`config.mk`:
```
export PLATFORM = sky130hd
export DESIGN_NAME = arp_cache_aged
export DESIGN_NICKNAME = d
export VERILOG_FILES = /design/src/rtl/arp_cache_aged.sv
export SDC_FILE = /design/constraint.sdc
export NUM_CORES = 2
export LEC_CHECK = 0
export CAP_MARGIN = 20
export CORE_UTILIZATION = 61
export DETAILED_ROUTE_END_ITERATION = 10
export PLACE_DENSITY = 0.8
export SYNTH_ARGS = -nofsm -noshare
export SYNTH_HDL_FRONTEND = slang
export SYNTH_SLANG_ARGS = --single-unit
```
`constraint.sdc`:
```
create_clock -name i_sys_clk -period 34.7 [get_ports i_sys_clk]
set_clock_uncertainty 0.1 [all_clocks]
set_input_delay 6.94 -clock i_sys_clk [delete_from_list [all_inputs] [get_ports i_sys_clk]]
set_output_delay 6.94 -clock i_sys_clk [all_outputs]
set_load 0.02 [all_outputs]
```
`src/rtl/arp_cache_aged.sv`:
```
// arp_cache_aged
//   ARP cache holding ENTRY_DEPTH IP->MAC bindings. Each binding has a valid
//   bit and an age counter. Writes refresh an existing binding in place, else
//   take the lowest free slot, else evict round-robin via a victim pointer.
//   Bindings expire after MAX_AGE aging strobes without a refresh. Lookups are
//   registered: a request in cycle N is answered in cycle N+1 and always sees
//   the contents as they were before any same-cycle write, flush or tick.
//
// Ports
//   i_sys_clk        system clock, rising edge
//   i_rst            asynchronous active-high reset
//   i_lookup_en      lookup request (one per asserted cycle)
//   i_lookup_ip      IP to resolve
//   o_lookup_done    one-cycle pulse, result valid
//   o_lookup_result  1 = hit, 0 = miss
//   o_lookup_mac     MAC on hit, 0 otherwise
//   i_cache_w_en     learn/refresh a binding
//   i_cache_w_ip     binding IP
//   i_cache_w_mac    binding MAC
//   i_age_tick       aging strobe
//   i_flush          invalidate all entries
//   o_entry_count    number of valid entries
module arp_cache_aged #(
  parameter int ENTRY_DEPTH = 8,
  parameter int IP_W        = 32,
  parameter int MAC_W       = 48,
  parameter int MAX_AGE     = 300
) (
  input  logic                             i_sys_clk,
  input  logic                             i_rst,
  input  logic                             i_lookup_en,
  input  logic [IP_W-1:0]                  i_lookup_ip,
  output logic                             o_lookup_done,
  output logic                             o_lookup_result,
  output logic [MAC_W-1:0]                 o_lookup_mac,
  input  logic                             i_cache_w_en,
  input  logic [IP_W-1:0]                  i_cache_w_ip,
  input  logic [MAC_W-1:0]                 i_cache_w_mac,
  input  logic                             i_age_tick,
  input  logic                             i_flush,
  output logic [$clog2(ENTRY_DEPTH+1)-1:0] o_entry_count
);

  localparam int AGE_W = $clog2(MAX_AGE + 1);
  localparam int CNT_W = $clog2(ENTRY_DEPTH + 1);
  localparam int PTR_W = $clog2(ENTRY_DEPTH);

  logic [ENTRY_DEPTH-1:0] valid_q, valid_d;
  logic [AGE_W-1:0]       age_q [ENTRY_DEPTH];
  logic [AGE_W-1:0]       age_d [ENTRY_DEPTH];
  logic [IP_W-1:0]        ip_q  [ENTRY_DEPTH];
  logic [IP_W-1:0]        ip_d  [ENTRY_DEPTH];
  logic [MAC_W-1:0]       mac_q [ENTRY_DEPTH];
  logic [MAC_W-1:0]       mac_d [ENTRY_DEPTH];
  logic [PTR_W-1:0]       ptr_q, ptr_d;
  logic [CNT_W-1:0]       cnt_p1;

  logic                   lk_hit_p0;
  logic [MAC_W-1:0]       lk_mac_p0;
  logic                   vld_p1;
  logic                   lk_hit_p1;
  logic [MAC_W-1:0]       lk_mac_p1;

  logic                   wr_act;
  logic                   wr_match;
  logic [PTR_W-1:0]       wr_match_idx;
  logic                   free_found;
  logic [PTR_W-1:0]       free_idx;
  logic [PTR_W-1:0]       wr_idx;

  function automatic logic [CNT_W-1:0] popcount(input logic [ENTRY_DEPTH-1:0] v);
    logic [CNT_W-1:0] c;
    c = '0;
    for (int i = 0; i < ENTRY_DEPTH; i++) c = c + CNT_W'(v[i]);
    return c;
  endfunction

  // Stage p0: lookup match against current (pre-update) contents.
  // At most one valid entry per IP exists, so OR-merging the MACs is safe.
  always_comb begin
    lk_hit_p0 = 1'b0;
    lk_mac_p0 = '0;
    for (int i = 0; i < ENTRY_DEPTH; i++) begin
      if (valid_q[i] && (ip_q[i] == i_lookup_ip)) begin
        lk_hit_p0 = 1'b1;
        lk_mac_p0 = lk_mac_p0 | mac_q[i];
      end
    end
  end

  // Write slot selection: refresh match, else lowest free slot, else victim.
  always_comb begin
    wr_match     = 1'b0;
    wr_match_idx = '0;
    free_found   = 1'b0;
    free_idx     = '0;
    for (int i = 0; i < ENTRY_DEPTH; i++) begin
      if (valid_q[i] && (ip_q[i] == i_cache_w_ip)) begin
        wr_match     = 1'b1;
        wr_match_idx = PTR_W'(i);
      end
    end
    // Descending scan so the lowest free index is the last one kept.
    for (int i = ENTRY_DEPTH - 1; i >= 0; i--) begin
      if (!valid_q[i]) begin
        free_found = 1'b1;
        free_idx   = PTR_W'(i);
      end
    end
    wr_act = i_cache_w_en && !i_flush;
    if (wr_match)        wr_idx = wr_match_idx;
    else if (free_found) wr_idx = free_idx;
    else                 wr_idx = ptr_q;
  end

  // Next-state: flush > write > aging.
  always_comb begin
    valid_d = valid_q;
    age_d   = age_q;
    ip_d    = ip_q;
    mac_d   = mac_q;
    ptr_d   = ptr_q;
    if (i_flush) begin
      ptr_d = '0;
    end else if (wr_act && !wr_match && !free_found) begin
      ptr_d = (ptr_q == PTR_W'(ENTRY_DEPTH - 1)) ? '0 : ptr_q + PTR_W'(1);
    end
    for (int i = 0; i < ENTRY_DEPTH; i++) begin
      if (i_flush) begin
        valid_d[i] = 1'b0;
        age_d[i]   = '0;
      end else if (wr_act && (wr_idx == PTR_W'(i))) begin
        valid_d[i] = 1'b1;
        age_d[i]   = '0;
        ip_d[i]    = i_cache_w_ip;
        mac_d[i]   = i_cache_w_mac;
      end else if (i_age_tick && valid_q[i]) begin
        if (age_q[i] == AGE_W'(MAX_AGE - 1)) begin
          valid_d[i] = 1'b0;
          age_d[i]   = '0;
        end else begin
          age_d[i] = age_q[i] + AGE_W'(1);
        end
      end
    end
  end

  // Stage p1: registered table state and lookup response.
  always_ff @(posedge i_sys_clk or posedge i_rst) begin
    if (i_rst) begin
      valid_q   <= '0;
      ptr_q     <= '0;
      cnt_p1    <= '0;
      vld_p1    <= 1'b0;
      lk_hit_p1 <= 1'b0;
      lk_mac_p1 <= '0;
      for (int i = 0; i < ENTRY_DEPTH; i++) begin
        age_q[i] <= '0;
        ip_q[i]  <= '0;
        mac_q[i] <= '0;
      end
    end else begin
      valid_q   <= valid_d;
      ptr_q     <= ptr_d;
      cnt_p1    <= popcount(valid_d);
      vld_p1    <= i_lookup_en;
      lk_hit_p1 <= i_lookup_en && lk_hit_p0;
      lk_mac_p1 <= (i_lookup_en && lk_hit_p0) ? lk_mac_p0 : '0;
      for (int i = 0; i < ENTRY_DEPTH; i++) begin
        age_q[i] <= age_d[i];
        ip_q[i]  <= ip_d[i];
        mac_q[i] <= mac_d[i];
      end
    end
  end

  assign o_lookup_done   = vld_p1;
  assign o_lookup_result = lk_hit_p1;
  assign o_lookup_mac    = lk_mac_p1;
  assign o_entry_count   = cnt_p1;

endmodule

```
# Word-level counts from Yosys, hierarchy flattened
# Index checks and enable logic that the tools add are counted.
# classes
add_sub_neg	16
multipliers	0
div	0
magnitude_cmp	0
n_eq_ne	32
n_shift	0
n_mux	117
n_bitwise	8
n_reduce_logical	57
# ops
cell	count
$eq A32 B32 Y1	16
$mux W48	9
$or A48 B48 Y48	7
$mux W9	32
$add A9 B1 Y9 const B	8
$eq A9 B9 Y1 const B	8
$mux W1	57
$mux W3	19
$logic_and A1 B1 Y1	36
$reduce_bool A3 Y1	8
$add A4 B1 Y4	4
$reduce_and A2 Y1	8
$eq A3 B3 Y1 const B	5
$eq A3 B2 Y1 const B	2
$add A3 B1 Y4	1
$add A2 B1 Y3	1
$add A3 B1 Y3 const B	1
$eq A3 B1 Y1 const B	1
$logic_not A1 Y1	3
$logic_not A3 Y1	1
$add A1 B1 Y2	1
$reduce_bool A2 Y1	1
$not A1 Y1	1
# word_totals
ff_bits	777
latch_bits	0
mem_bits_rw	0
mem_bits_ro	0
inputBits	118
output_inout_bits	54
word_cells	260
memories	0

# Logic depth before layout (Yosys ltp)
# depth
ltp_word	22
depth_mapped	21
depth_no_buf	17

# Worst setup path after synthesis
# No wires, ideal clock.
# synth_timing
path_type	input-to-reg
from	input port i_cache_w_ip[28]
to	register cnt_p1[2], in the netlist o_entry_count[2]
setup_time_ns	0.123
arrival_time_ns	11.745
t_required_ns	34.477
setup_slack_ns	22.733
cell_stages	21
path_buffers	4
path_cell_list	buf_2 clkbuf_1 xor2_1 nor4_1 nand3_1 or4_1 o21ba_2 o211ai_2 nor2_2 buf_4 nor2_2 clkbuf_1 o21bai_1 fa_1 fa_1 inv_1 fa_1 ha_1 inv_1 fa_1 xnor2_1
# synth_between
elab_chain_cells	22
word_cells_on_any_way	71
cone_classes	7 x add/sub; 15 x eq/ne; 32 x mux; 17 x reduce/logical
# synth_lines
item	line	rtl
start: declaration	37	input logic [IP_W-1:0] i_cache_w_ip,
$eq A32 B32 Y1	98	if (valid_q[i] && (ip_q[i] == i_cache_w_ip)) begin
$logic_and A1 B1 Y1	98	
$mux W1 (8 in a row)	98	
$mux W3 (*)	111	if (wr_match) wr_idx = wr_match_idx;
$eq A3 B1 Y1 / $logic_not A3 Y1 (equally long branches)	132	end else if (wr_act && (wr_idx == PTR_W'(i))) begin
$logic_and A1 B1 Y1	132	
$mux W1	132	
$mux W1	129	if (i_flush) begin
$add A1 B1 Y2	74	for (int i = 0; i < ENTRY_DEPTH; i++) c = c + CNT_W'(v[i]);
$add A2 B1 Y3	74	
$add A3 B1 Y4	74	
$add A4 B1 Y4 (3 in a row)	74	
$add A4 B1 Y4 (*)	74	
end signal: assignment	165	cnt_p1 <= popcount(valid_d);
end: declaration	56	logic [CNT_W-1:0] cnt_p1;
# Every way passes the cells marked *; elsewhere a longest branch is shown, timed or not.
# A chain may end at the register's enable or synchronous reset.

# Worst setup path in the final report
# layout_timing
from	input port i_cache_w_ip[8]
to	register cnt_p1[2], in the netlist o_entry_count[2]
# Same word-level chain as after synthesis.

==> impl_metrics.yaml <==
sta:
  drv_slew: 0
  finalHoldViolations: 0
  tightest_slew_ns: 1.17
  rsz0062_at_grt: "false"
  finalSetupViolations: 0
  period_share: 0.407
  post-route-min-period_ns: 14.13
  relSlewSlack: 0.214
  clock.fmax_mhz: 70.8
  setup_tns_ns: 0
setup_path:
  cp-start-kind: "primary input"
  rrSetupSlack_ns: 27.44
  critPathArrivalTime_ns: 14.57
  r2r_end: "o_entry_count[2]$_DFF_PP0_"
  rr_worst_depth: 17
  critical_path_class: "in2reg"
  path_max_fanout: 58
  end_kind: "register"
  cp_data_required_time_ns: 35.14
  r2r-start: "ip_q[113]$_DFFE_PP0P_"
placement:
  globalplace.congestion: 1.04
  placed_area_sq_mm: 0.0403
  dp_hpwl_mm: 79.6
  port_buffers: 171
power_and_ir_drop:
  seq_power_share: 0.462
  p_per_area_mw_per_mm2: 50.5
  p_sw_frac: 0.254
  switching_power_mw: 0.555
  intPower_mw: 1.63
  p_leak_nw: 19.4
  comb_power_share: 0.103
  peakVddDrop_mv: 0.0498
  pwr-share-clk: 0.435
cts:
  htreeDepth: 3
  cts_hold_buf: 0
  cts_tree: "built"
  root_buffer: "clkbuf_16"
  cts_num_sinks: 777
  clkLatencyLatePin_ns: 0.65
  ctsResizeCount: 0
  cts_buffers: 83
  cts_buffer_depth: 3
  path_clk_slew_ns: 0.06
  post_cts_buffers: 0
cells_and_area:
  n_fill_cell: 4240
  mostFrequentLayoutCells: "dfrtp_1 (777), mux2_2 (554), xor2_1 (280), xnor2_1 (274), clkdlybuf4s50_1 (170)"
  final_cell_area_sq_mm: 0.0433
  seq_area_sq_mm: 0.0194
  multi_input_comb_area_sq_mm: 0.0175
  post-route-util: 0.702
  layout.cells.most_common: "dfrtp_1"
  nets: 3230
  drive_gt1_frac: 0.266
  syn_to_final_growth_pct: 13.6
yosys:
  synthCells: 3010
  yosys_warnings: 0
  syn_avg_cell_area_sq_um: 12.7
  synth_top_area_share: 0.510
  synth_area_sq_mm: 0.0381
  async_reset_ff_frac: 1.00
  synth_edf_count: 0
  yosys.cell_types.count: 66
  synth_area_leaders: "dfrtp_1 (51%), mux2_2 (16%), xor2_1 (6.4%), xnor2_1 (6.3%), mux2_4 (2.2%)"
  yosysTopAreaCell: "dfrtp_1"
  seq_area_frac_synth: 0.510
  ys_seq_elements: 777
  synth_nets: 3145
  ys.flop_type: "dfrtp_1"
floorplanning:
  coreArea_sq_mm: 0.0617
  io_pins: 172
  dieHeight_um: 252
  die_w_um: 252
  core.rowCount: 91
  start_util: 0.618
  dieArea_sq_mm: 0.0635
min_path:
  hold_depth: 1
  worst_hold_path.endpoint: "mac_q[46]$_DFFE_PP0P_"
  hold_class: "reg2reg"
  worstHoldStart: "mac_q[46]$_DFFE_PP0P_"
run_status:
  status: "complete, no violations"
grt:
  grt.total_usage: 0.389
  grt_pass1_wl_mm: 181
  gr-total-overflow: 0
  grt_max_degree: 198
  grt_pass1_vias: 26900
  antenna_found_initial: 5
drt:
  wire_per_inst_um: 30.5
  wl_mm: 122
  drt-initial-drc-count: 2577
  num_vias: 26200
  dr.pass1.iters: 5
  route.detailed.drc: 0
  final_antenna_net_count: 0
  vias_per_cell: 6.55
flow_run:
  maxCapViolations: 0
-- power groups by stage --
stage	combinational [mW]	sequential, mW	clock, mW
3_3_place_gp	0.216	1.02	0
2_1_floorplan	0.145	1.01	0
6_report	0.225	1.01	0.950
5_1_grt	0.237	1.02	0.992
4_1_cts	0.222	1.01	0.960
3_5_place_dp	0.220	1.02	0
-- how the worst max path moves through the flow --
stage                    start                          to  slack (ns)
4_1_cts        i_cache_w_ip[8]  o_entry_count[2]$_DFF_PP0_       20.64
5_1_grt        i_cache_w_ip[8]  o_entry_count[1]$_DFF_PP0_       20.42
6_report       i_cache_w_ip[8]  o_entry_count[2]$_DFF_PP0_       20.57
3_3_place_gp   i_cache_w_ip[8]  o_entry_count[1]$_DFF_PP0_       20.06
3_5_place_dp   i_cache_w_ip[8]  o_entry_count[2]$_DFF_PP0_       19.98
2_1_floorplan            i_rst        age_q[0]$_DFFE_PP0P_        5.85
-- sequential cells by signal, summed over array words and instances, names as in the netlist --
| register | count |
|---|---|
| valid_q | 8 |
| age_q | 72 |
| ip_q | 256 |
| o_entry_count | 4 |
| ptr_q | 3 |
| mac_q | 384 |
| o_lookup_result | 1 |
| o_lookup_done | 1 |
| o_lookup_mac | 48 |
-- synthesized netlist by cell type, types with 40 or more instances --
library cell,count
xor2_1,280
xnor2_1,274
nand4_1,85
dfrtp_1,777
clkbuf_1,125
buf_2,81
a31oi_1,49
mux2_2,554
mux2_4,56
nand2_1,62
a22o_1,48
a221oi_1,48
a22oi_1,97
nor4_1,83
nor3_1,60
nand3_1,40
-- logic make-up (layout without fill, tap and decap cells) --
group,count (synthesis),in the layout,share of synthesized area
flip-flops,777,777,0.510
buffers and inverters,258,406,0.0325
adder cells (fa/ha/maj),17,17,0.00637
XOR/XNOR,554,554,0.127
other,0,1,0
multiplexers,644,644,0.195
AND/OR/NAND/NOR,433,433,0.0636
AO/OA/AOI/OAI,327,327,0.0648
-- critical path: stages --
cell	delay, ns
clkdlybuf4s50_1	0.98
xor2_1	0.38
nor4_1	0.56
nand4_1	0.25
or4_1	0.74
and4_1	0.28
and4_4	0.19
nor2_2	0.60
and3_4	1.00
o21bai_1	0.24
fa_1	0.54
fa_1	0.50
inv_1	0.05
fa_1	0.48
ha_1	0.18
inv_1	0.07
fa_1	0.43
xnor2_1	0.14
-- layer usage --
metal / vias to the layer above / GRT usage / wire (um)
met4: 8 / 0.139 / 4650
met1: 13700 / 0.543 / 50400
met2: 1198 / 0.613 / 57200
met5: - / 0 / 57
met3: 261 / 0.0672 / 9730
li1: 11000 / - / -
-- area by class of cell --
class,instances,share of cell area
diodes,1,0.0000578
clock buffers,122,0.0567
clock inverters,26,0.0114
inverters,19,0.00182
multi-input cells,1975,0.405
flip-flops and latches,777,0.449
well taps,837,0.0242
repair buffers,239,0.0522
-- through the flow --
| step | hold slack (ns) | power [mW] | std cells | setup slack (ns) |
|---|---|---|---|---|
| floorplan | 0.358 | 1.16 | 3010 | 5.85 |
| global placement | 0.367 | 1.24 | 3846 | 20.06 |
| CTS | 0.390 | 2.19 | 3994 | 20.64 |
| finish | 0.390 | 2.19 | 3996 | 20.57 |
| global route | 0.406 | 2.25 | 3996 | 20.42 |
| detailed placement | 0.376 | 1.25 | 3846 | 19.98 |
Power figures use the tool's default switching activity.
